### src/rtl/fetch_pkg.sv
// Shared widths, default reset PC and the fetch buffer entry type for the instruction-fetch stage.
package fetch_pkg;

  localparam int unsigned ADDR_W = 32;
  localparam int unsigned INST_W = 32;

  localparam logic [ADDR_W-1:0] DEFAULT_RESET_PC = 32'h0000_0000;

  typedef struct packed {
    logic [ADDR_W-1:0] pc;
    logic [INST_W-1:0] inst;
  } fetch_entry_t;

endpackage

### src/rtl/inst_fetch_unit_if.sv
// ROM, decode handshake and redirect signals of the fetch stage.
// master = fetch unit, slave = ROM/decode environment.
interface inst_fetch_unit_if;
  import fetch_pkg::*;

  logic              rom_ce_o;
  logic [ADDR_W-1:0] rom_addr_o;
  logic [INST_W-1:0] rom_inst_i;
  logic              redirect_i;
  logic [ADDR_W-1:0] redirect_pc_i;
  logic              id_valid_o;
  logic              id_ready_i;
  logic [ADDR_W-1:0] id_pc_o;
  logic [INST_W-1:0] id_inst_o;
  logic              addr_err_o;

  modport master (
    output rom_ce_o, rom_addr_o, id_valid_o, id_pc_o, id_inst_o, addr_err_o,
    input  rom_inst_i, redirect_i, redirect_pc_i, id_ready_i
  );

  modport slave (
    input  rom_ce_o, rom_addr_o, id_valid_o, id_pc_o, id_inst_o, addr_err_o,
    output rom_inst_i, redirect_i, redirect_pc_i, id_ready_i
  );

endinterface

### src/rtl/fetch_skid_fifo.sv
// Depth-parameterised FIFO of fetch entries; clear wins over push/pop, and a push is
// accepted when full as long as the head is popped in the same cycle.
module fetch_skid_fifo
  import fetch_pkg::*;
#(
  parameter int unsigned Depth = 2
) (
  input  logic                       clk_i,
  input  logic                       rst_ni,
  input  logic                       push_i,
  input  logic                       pop_i,
  input  logic                       clear_i,
  input  fetch_entry_t               wdata_i,
  output fetch_entry_t               rdata_o,
  output logic [$clog2(Depth+1)-1:0] count_o
);

  localparam int unsigned PtrW = (Depth > 1) ? $clog2(Depth) : 1;
  localparam int unsigned CntW = $clog2(Depth + 1);

  logic [PtrW-1:0] rd_ptr_q, rd_ptr_d, wr_ptr_q, wr_ptr_d;
  logic [CntW-1:0] count_q, count_d;
  fetch_entry_t    mem_q [Depth];
  logic            do_push, do_pop;

  assign do_pop  = pop_i & (count_q != '0);
  assign do_push = push_i & ((count_q != CntW'(Depth)) | do_pop);

  always_comb begin
    rd_ptr_d = rd_ptr_q;
    wr_ptr_d = wr_ptr_q;
    count_d  = count_q;
    if (clear_i) begin
      rd_ptr_d = '0;
      wr_ptr_d = '0;
      count_d  = '0;
    end else begin
      if (do_pop) begin
        rd_ptr_d = (rd_ptr_q == PtrW'(Depth - 1)) ? '0 : rd_ptr_q + PtrW'(1);
      end
      if (do_push) begin
        wr_ptr_d = (wr_ptr_q == PtrW'(Depth - 1)) ? '0 : wr_ptr_q + PtrW'(1);
      end
      count_d = count_q + CntW'(do_push) - CntW'(do_pop);
    end
  end

  always_ff @(posedge clk_i or negedge rst_ni) begin
    if (!rst_ni) begin
      rd_ptr_q <= '0;
      wr_ptr_q <= '0;
      count_q  <= '0;
      for (int i = 0; i < int'(Depth); i++) begin
        mem_q[i] <= '0;
      end
    end else begin
      rd_ptr_q <= rd_ptr_d;
      wr_ptr_q <= wr_ptr_d;
      count_q  <= count_d;
      // When full, wr_ptr == rd_ptr: the slot being popped is the one overwritten.
      if (do_push && !clear_i) begin
        mem_q[wr_ptr_q] <= wdata_i;
      end
    end
  end

  assign rdata_o = mem_q[rd_ptr_q];
  assign count_o = count_q;

endmodule

### src/rtl/inst_fetch_unit.sv
// Instruction-fetch stage: PC, ROM enable sequencing, redirect handling and decode handshake.
// Optional misaligned-redirect trap enabled by defining FETCH_ALIGN_CHECK_EN.
module inst_fetch_unit
  import fetch_pkg::*;
#(
  parameter logic [ADDR_W-1:0] RESET_PC  = DEFAULT_RESET_PC,
  parameter int unsigned       BUF_DEPTH = 2
) (
  input logic               clk,
  input logic               rst_n,
  inst_fetch_unit_if.master bus
);

  localparam int unsigned CntW = $clog2(BUF_DEPTH + 1);

  logic              ce_q;
  logic [ADDR_W-1:0] pc_q, pc_d;
  logic [ADDR_W-1:0] target_pc;
  logic [CntW-1:0]   count;
  logic              id_valid, pop, push, fetch_blocked;
  fetch_entry_t      wdata, head;

`ifdef FETCH_ALIGN_CHECK_EN
  logic err_q, err_d;

  assign target_pc     = bus.redirect_pc_i;
  assign fetch_blocked = err_q;

  // Sticky until a later aligned redirect.
  always_comb begin
    err_d = err_q;
    if (bus.redirect_i) begin
      err_d = |bus.redirect_pc_i[1:0];
    end
  end

  always_ff @(posedge clk or negedge rst_n) begin
    if (!rst_n) begin
      err_q <= 1'b0;
    end else begin
      err_q <= err_d;
    end
  end

  assign bus.addr_err_o = err_q;
`else
  assign target_pc      = {bus.redirect_pc_i[ADDR_W-1:2], 2'b00};
  assign fetch_blocked  = 1'b0;
  assign bus.addr_err_o = 1'b0;
`endif

  assign id_valid = (count != '0);
  assign pop      = id_valid & bus.id_ready_i;
  assign push     = ce_q & ~bus.redirect_i & ~fetch_blocked
                  & ((count != CntW'(BUF_DEPTH)) | pop);

  always_comb begin
    pc_d = pc_q;
    if (bus.redirect_i) begin
      pc_d = target_pc;
    end else if (push) begin
      pc_d = pc_q + ADDR_W'(4);
    end
  end

  always_ff @(posedge clk or negedge rst_n) begin
    if (!rst_n) begin
      ce_q <= 1'b0;
      pc_q <= RESET_PC;
    end else begin
      ce_q <= 1'b1;
      pc_q <= pc_d;
    end
  end

  assign wdata.pc   = pc_q;
  assign wdata.inst = bus.rom_inst_i;

  fetch_skid_fifo #(
    .Depth (BUF_DEPTH)
  ) u_fifo (
    .clk_i   (clk),
    .rst_ni  (rst_n),
    .push_i  (push),
    .pop_i   (pop),
    .clear_i (bus.redirect_i),
    .wdata_i (wdata),
    .rdata_o (head),
    .count_o (count)
  );

  assign bus.rom_ce_o   = ce_q;
  assign bus.rom_addr_o = pc_q;
  assign bus.id_valid_o = id_valid;
  assign bus.id_pc_o    = head.pc;
  assign bus.id_inst_o  = head.inst;

endmodule

### src/flat_wrapper.sv
// flat-port wrapper written by rule: the top's interface ports become plain ports
module inst_fetch_unit_flat import fetch_pkg::*;
#(
  parameter logic [ADDR_W-1:0] RESET_PC  = DEFAULT_RESET_PC,
  parameter int unsigned       BUF_DEPTH = 2
)
  (clk, rst_n, bus_rom_ce_o, bus_rom_addr_o, bus_id_valid_o, bus_id_pc_o, bus_id_inst_o, bus_addr_err_o, bus_rom_inst_i, bus_redirect_i, bus_redirect_pc_i, bus_id_ready_i);
  inst_fetch_unit_if bus_i ();
  input logic clk;
  input logic rst_n;
  output wire logic [$bits(bus_i.rom_ce_o)-1:0] bus_rom_ce_o;
  output wire logic [$bits(bus_i.rom_addr_o)-1:0] bus_rom_addr_o;
  output wire logic [$bits(bus_i.id_valid_o)-1:0] bus_id_valid_o;
  output wire logic [$bits(bus_i.id_pc_o)-1:0] bus_id_pc_o;
  output wire logic [$bits(bus_i.id_inst_o)-1:0] bus_id_inst_o;
  output wire logic [$bits(bus_i.addr_err_o)-1:0] bus_addr_err_o;
  input wire logic [$bits(bus_i.rom_inst_i)-1:0] bus_rom_inst_i;
  input wire logic [$bits(bus_i.redirect_i)-1:0] bus_redirect_i;
  input wire logic [$bits(bus_i.redirect_pc_i)-1:0] bus_redirect_pc_i;
  input wire logic [$bits(bus_i.id_ready_i)-1:0] bus_id_ready_i;
  assign bus_rom_ce_o = bus_i.rom_ce_o;
  assign bus_rom_addr_o = bus_i.rom_addr_o;
  assign bus_id_valid_o = bus_i.id_valid_o;
  assign bus_id_pc_o = bus_i.id_pc_o;
  assign bus_id_inst_o = bus_i.id_inst_o;
  assign bus_addr_err_o = bus_i.addr_err_o;
  assign bus_i.rom_inst_i = bus_rom_inst_i;
  assign bus_i.redirect_i = bus_redirect_i;
  assign bus_i.redirect_pc_i = bus_redirect_pc_i;
  assign bus_i.id_ready_i = bus_id_ready_i;
  inst_fetch_unit #(.RESET_PC(RESET_PC), .BUF_DEPTH(BUF_DEPTH)) u_core (.clk(clk), .rst_n(rst_n), .bus(bus_i));
endmodule
### config.mk
export PLATFORM = sky130hd
export DESIGN_NAME = inst_fetch_unit_flat
export DESIGN_NICKNAME = d
export VERILOG_FILES = /design/src/rtl/fetch_pkg.sv /design/src/rtl/inst_fetch_unit_if.sv /design/src/rtl/fetch_skid_fifo.sv /design/src/rtl/inst_fetch_unit.sv /design/src/flat_wrapper.sv
export SDC_FILE = /design/constraint.sdc
export NUM_CORES = 1
export LEC_CHECK = 0
export BUFFER_PORTS_ARGS = -buffer_cell sky130_fd_sc_hd__clkbuf_2
export CAP_MARGIN = 20
export CORE_ASPECT_RATIO = 0.7
export CORE_MARGIN = 2
export CORE_UTILIZATION = 53
export DETAILED_ROUTE_END_ITERATION = 6
export GPL_ROUTABILITY_DRIVEN = 0
export PLACE_DENSITY = 0.86
export SETUP_SLACK_MARGIN = 0.4
export SLEW_MARGIN = 20
export SYNTH_ARGS = -nofsm -noshare
export SYNTH_HDL_FRONTEND = slang
export SYNTH_SLANG_ARGS = --single-unit
### constraint.sdc
create_clock -name clk -period 4.1 [get_ports clk]
set_clock_uncertainty 0.2 [all_clocks]
set_input_delay 0.82 -clock clk [delete_from_list [all_inputs] [get_ports clk]]
set_output_delay 0.82 -clock clk [all_outputs]
set_load 0.1 [all_outputs]
# Word level (Yosys, flattened, before mapping)
# Index checks and enable logic that the tools add are counted.
# classes
n_reduce_logical	7
n_mux	15
n_eq_ne	1
bitwise_logic	10
add_sub_neg	5
order_cmp	3
# ops
operator	n
two-way mux 64 bit	4
bitwise mux 128 bit	1
demux 64 bit (select 1 bit)	1
two-way mux 32 bit	2
adder 32 x 3 -> 32 bit, second input constant	1
nonzero test 2 bit	4
two-way mux 1 bit	6
bitwise AND 1 bit	5
greater-or-equal comparator 2 bit, second input constant	2
inverter 1 -> 2 bit	2
adder 1 bit, second input constant	2
adder 2 x 1 -> 2 bit	1
logical AND 1 bit	2
less-than comparator 2 x 1 -> 1 bit, second input constant	1
two-way mux 2 bit	1
inequality test 2 bit, second input constant	1
bitwise OR 1 bit	2
subtractor 2 x 1 -> 2 bit	1
logical NOT 1 bit	1
inverter 1 bit	1
# word_totals
input_bits	68
reg_bits	165

# Logic depth before layout (Yosys ltp)
# logic_depth
depth_word	8
mapped_depth	9

# Modules after synthesis
# From an unflattened synthesis, not the netlist that was laid out.
# unflattened
hier_cells	609
hier_area_um2	8025.2
# by_module_without_submodules
module	n_inst	cells_per_inst	seq_area_each_um2	area_each_um2
fetch_skid_fifo	1	363	3303.2	5969.5
inst_fetch_unit	1	246	775.7	2055.7

# Least setup slack after synthesis
# No wires, ideal clock.
# synth_path
kind	flip-flop to flip-flop
start	register u_core.pc_q[5], in the netlist u_core.bus.rom_addr_o[5]
end	register u_core.pc_q[31], in the netlist u_core.bus.rom_addr_o[31]
setup_ps	82
synth_period_minus_slack_ps	2803
stages_incl_launch_ff	8
arrival_ps	2521
slack_ps	1297
cell_sequence	dfrtp_1 > buf_2 > and4_4 > and3_1 > clkbuf_1 > nand2_1 > or4b_1 > a31oi_1
# synth_between
elab_chain_cells	3
# synth_rtl
item	line	source
start: declaration	inst_fetch_unit.sv:17	logic [ADDR_W-1:0] pc_q, pc_d;
start signal: assignment	inst_fetch_unit.sv:72	pc_q <= pc_d;
adder 32 x 3 -> 32 bit	inst_fetch_unit.sv:62	pc_d = pc_q + ADDR_W'(4);
two-way mux 32 bit	inst_fetch_unit.sv:61	end else if (push) begin
two-way mux 32 bit	inst_fetch_unit.sv:59	if (bus.redirect_i) begin
# Every way passes these cells. The select of a mux whose other input is x is not followed.
# A chain may end at the register's enable or synchronous reset.

# Worst setup path in the final report
# layout_path
start	register u_core.u_fifo.rd_ptr_q
end	output bus_id_pc_o[17]
# layout_between
elab_chain_cells	4
# layout_rtl
item	line	source
start: declaration	fetch_skid_fifo.sv:21	logic [PtrW-1:0] rd_ptr_q, rd_ptr_d, wr_ptr_q, wr_ptr_d;
start signal: assignment	fetch_skid_fifo.sv:57	rd_ptr_q <= rd_ptr_d;
inverter 1 -> 2 bit (implied by the code)	fetch_skid_fifo.sv:67	assign rdata_o = mem_q[rd_ptr_q];
two-way mux 64 bit (implied by the code) (3 in series)	fetch_skid_fifo.sv:67	
end: declaration	flat_wrapper.sv:14	output wire logic [$bits(bus_i.id_pc_o)-1:0] bus_id_pc_o;
# Every way passes these cells. The select of a mux whose other input is x is not followed.

==> impl_metrics.toml <==
[detailed_routing]
first_pass_iters = 4
met3_length_um = 823
drc = 0
top_layer_used = "met4"
wl_per_cell_um = 17.9
avgViaCountPerCell = 5.49
num_vias = 4978
wl_met1_mm = 7.19
routed_wl_mm = 16.2
drtAntennaViolNets = 0
wl_met2_mm = 7.89
drtIter0Drc = 168

[clock_network]
postCtsHoldBufs = 0
clockBufferDepth = 2
cts_tree = "yes"
clock-root-buffer = "clkbuf_16"
postCtsSetupRepairBufs = 0
numCtsBuffers = 17
cts_resized = 0
clock-sinks = 159
htree_levels = 4
cts.reportedPaths.clkPinSlew_ns = 0.06
insertion_delay_ns = 0.41

[grt]
grt_pass1_wl_mm = 26.1
grt_max_degree = 74
antenna_found_initial = 0
grt.overflow.total = 0
grt_use_total = 0.229
first_global_vias = 5330

[logic_synthesis]
synth.mux.area_fraction = 0.287
syn_inst = 559
synthArstFlopShare = 1.00
syn_area_um2 = 7330
synth_seq_area_share = 0.543
synth_top_flop_cell = "dfrtp_1"
yosysWarnings = 0
synth-adder-area-share = 0.00512
synth-simple-area-share = 0.0766
synth_edf_count = 0
yosys.cell_types.count = 39
synth.ff_latch_count = 159
synth_top_family_by_area = "multiplexers"
syn-mean-instance-area_um2 = 13.1
synth_compound_area_frac = 0.0234
synth-xor-area-share = 0.0358

[setup_path]
critPathKind = "reg -> out"
cp-end-kind = "output pin"
cp_data_required_time_ns = 3.08
path_max_fanout = 38
r2r_slack_ns = 1.10
worstPathArrival_ns = 2.33
critPathBufInv = 2
critPathSlowestCell = "dfrtp_2"
worstPathCellList = "buf_12, mux2_2, clkbuf_2"
cp-start-kind = "register"
crit_family = "flip-flops"
critPathMaxStageDelay_ns = 0.81

[timing]
whs_ns = 0.212
finalCriticalPeriod_ns = 3.35
max_freq_mhz = 298
rsz0062_at_grt = "false"
tns_ns = 0
slew_headroom = 0.329
worst_pin_slew_ns = 1.01
drv_slew = 0
timing.final.crit_share = 0.818
setup_viol = 0
hold_viol_final = 0

[layout]
fillers = 991
nets = 779
final_area_um2 = 8880
diodes = 0
area_growth_pct = 21.1
drive_gt1_frac = 0.546
layout.cells.non_filler = 906

[job]
maxCapViolCount = 0

[placed_design]
portBuffers = 159
dp.cells = 874
place_area_um2 = 8290
dp_hpwl_mm = 11.1

[die]
initial_utilization = 0.551
ios = 167
die-area_um2 = 14800
core-area_um2 = 13300
core.rowCount = 35
die_w_um = 145
fp.dieH_um = 102

[hold_path]
hp-class = "in -> async"

[outcome]
status = "completed"
## area by class of cell
cell class,instances,area (um^2),share of cell area
Multi-Input combinational cell,361,3180,0.358
Sequential cell,159,3980,0.448
Timing Repair Buffer,165,885,0.0996
Inverter,4,15.0,0.00169
Tap cell,185,231,0.0261
Clock inverter,15,160,0.0180
Clock buffer,17,425,0.0479
## per-stage QoR
step	util	setup slack [ns]
2_1_floorplan	-	1.30
6_report	0.667	0.745
3_3_place_gp	0.623	0.836
5_1_grt	0.667	0.643
4_1_cts	0.667	0.727
3_5_place_dp	0.623	0.728
## final timing paths
kind | startpoint | endpoint | cells past startpoint
max in group asynchronous | rst_n | u_core.u_fifo.mem_q[0] | 2
worst max register to register | u_core.u_fifo.count_o[1] | u_core.u_fifo.mem_q[36] | 4
worst min-delay path | rst_n | u_core.u_fifo.mem_q[60] | 1
min in group clk | u_core.u_fifo.mem_q[42] | u_core.u_fifo.mem_q[42] | 1
worst max-delay path | u_core.u_fifo.rd_ptr_q | bus_id_pc_o[17] | 3
worst min register to register | u_core.u_fifo.mem_q[42] | u_core.u_fifo.mem_q[42] | 1
## cells in the mapped netlist (all sizes together) (6+ instances only)
library cell	count	area (um^2)
mux2	186	2090
dfrtp	159	3980
nand2	36	138
o21ai	28	140
buf	23	133
clkbuf	16	60.1
xnor2	16	140
xor2	14	123
nand3	13	70.1
nor2	10	37.5
nand4	9	56.3
and4	6	57.6
nor4	6	37.5
## kinds of logic after synthesis
kind of cell | Yosys count
xor gates and xnor gates | 30
DFF | 159
buffers and inverters | 43
other | 2
muxes | 187
and+or+nand+nor | 103
AOI/OAI and AO/OA | 32
adders and majority gates | 3
## layer usage
layer | global-route usage | up-vias
met1 | 0.306 | 2533
li1 | - | 2273
met3 | 0.0511 | 21
met2 | 0.377 | 151
met4 | 0.0747 | 0
met5 | 0 | -
## registers in the layout, summed over array words and instances (netlist names)
name	flops
u_core.bus.rom_ce_o	1
u_core.u_fifo.wr_ptr_q	1
u_core.u_fifo.rd_ptr_q	1
u_core.bus.rom_addr_o	30
u_core.u_fifo.mem_q	124
u_core.u_fifo.count_o	2
## placed cells by master (no fill, tap or decap), types with 6 or more instances in the layout
cell / netlist / routed
clkbuf_16: 0 / 17
clkbuf_2: 0 / 158
conb_1: 2 / 6
dfrtp_1: 159 / 158
mux2_2: 186 / 186
nand2_1: 35 / 35
nand3_1: 12 / 11
nand4_1: 9 / 9
nor2_1: 10 / 9
nor4_1: 6 / 6
o21ai_0: 28 / 28
xnor2_1: 16 / 16
xor2_1: 14 / 14
Power is left out: the tool's default activity adds up to more than one toggle a clock period on the data nets, which glitch-free logic cannot reach.
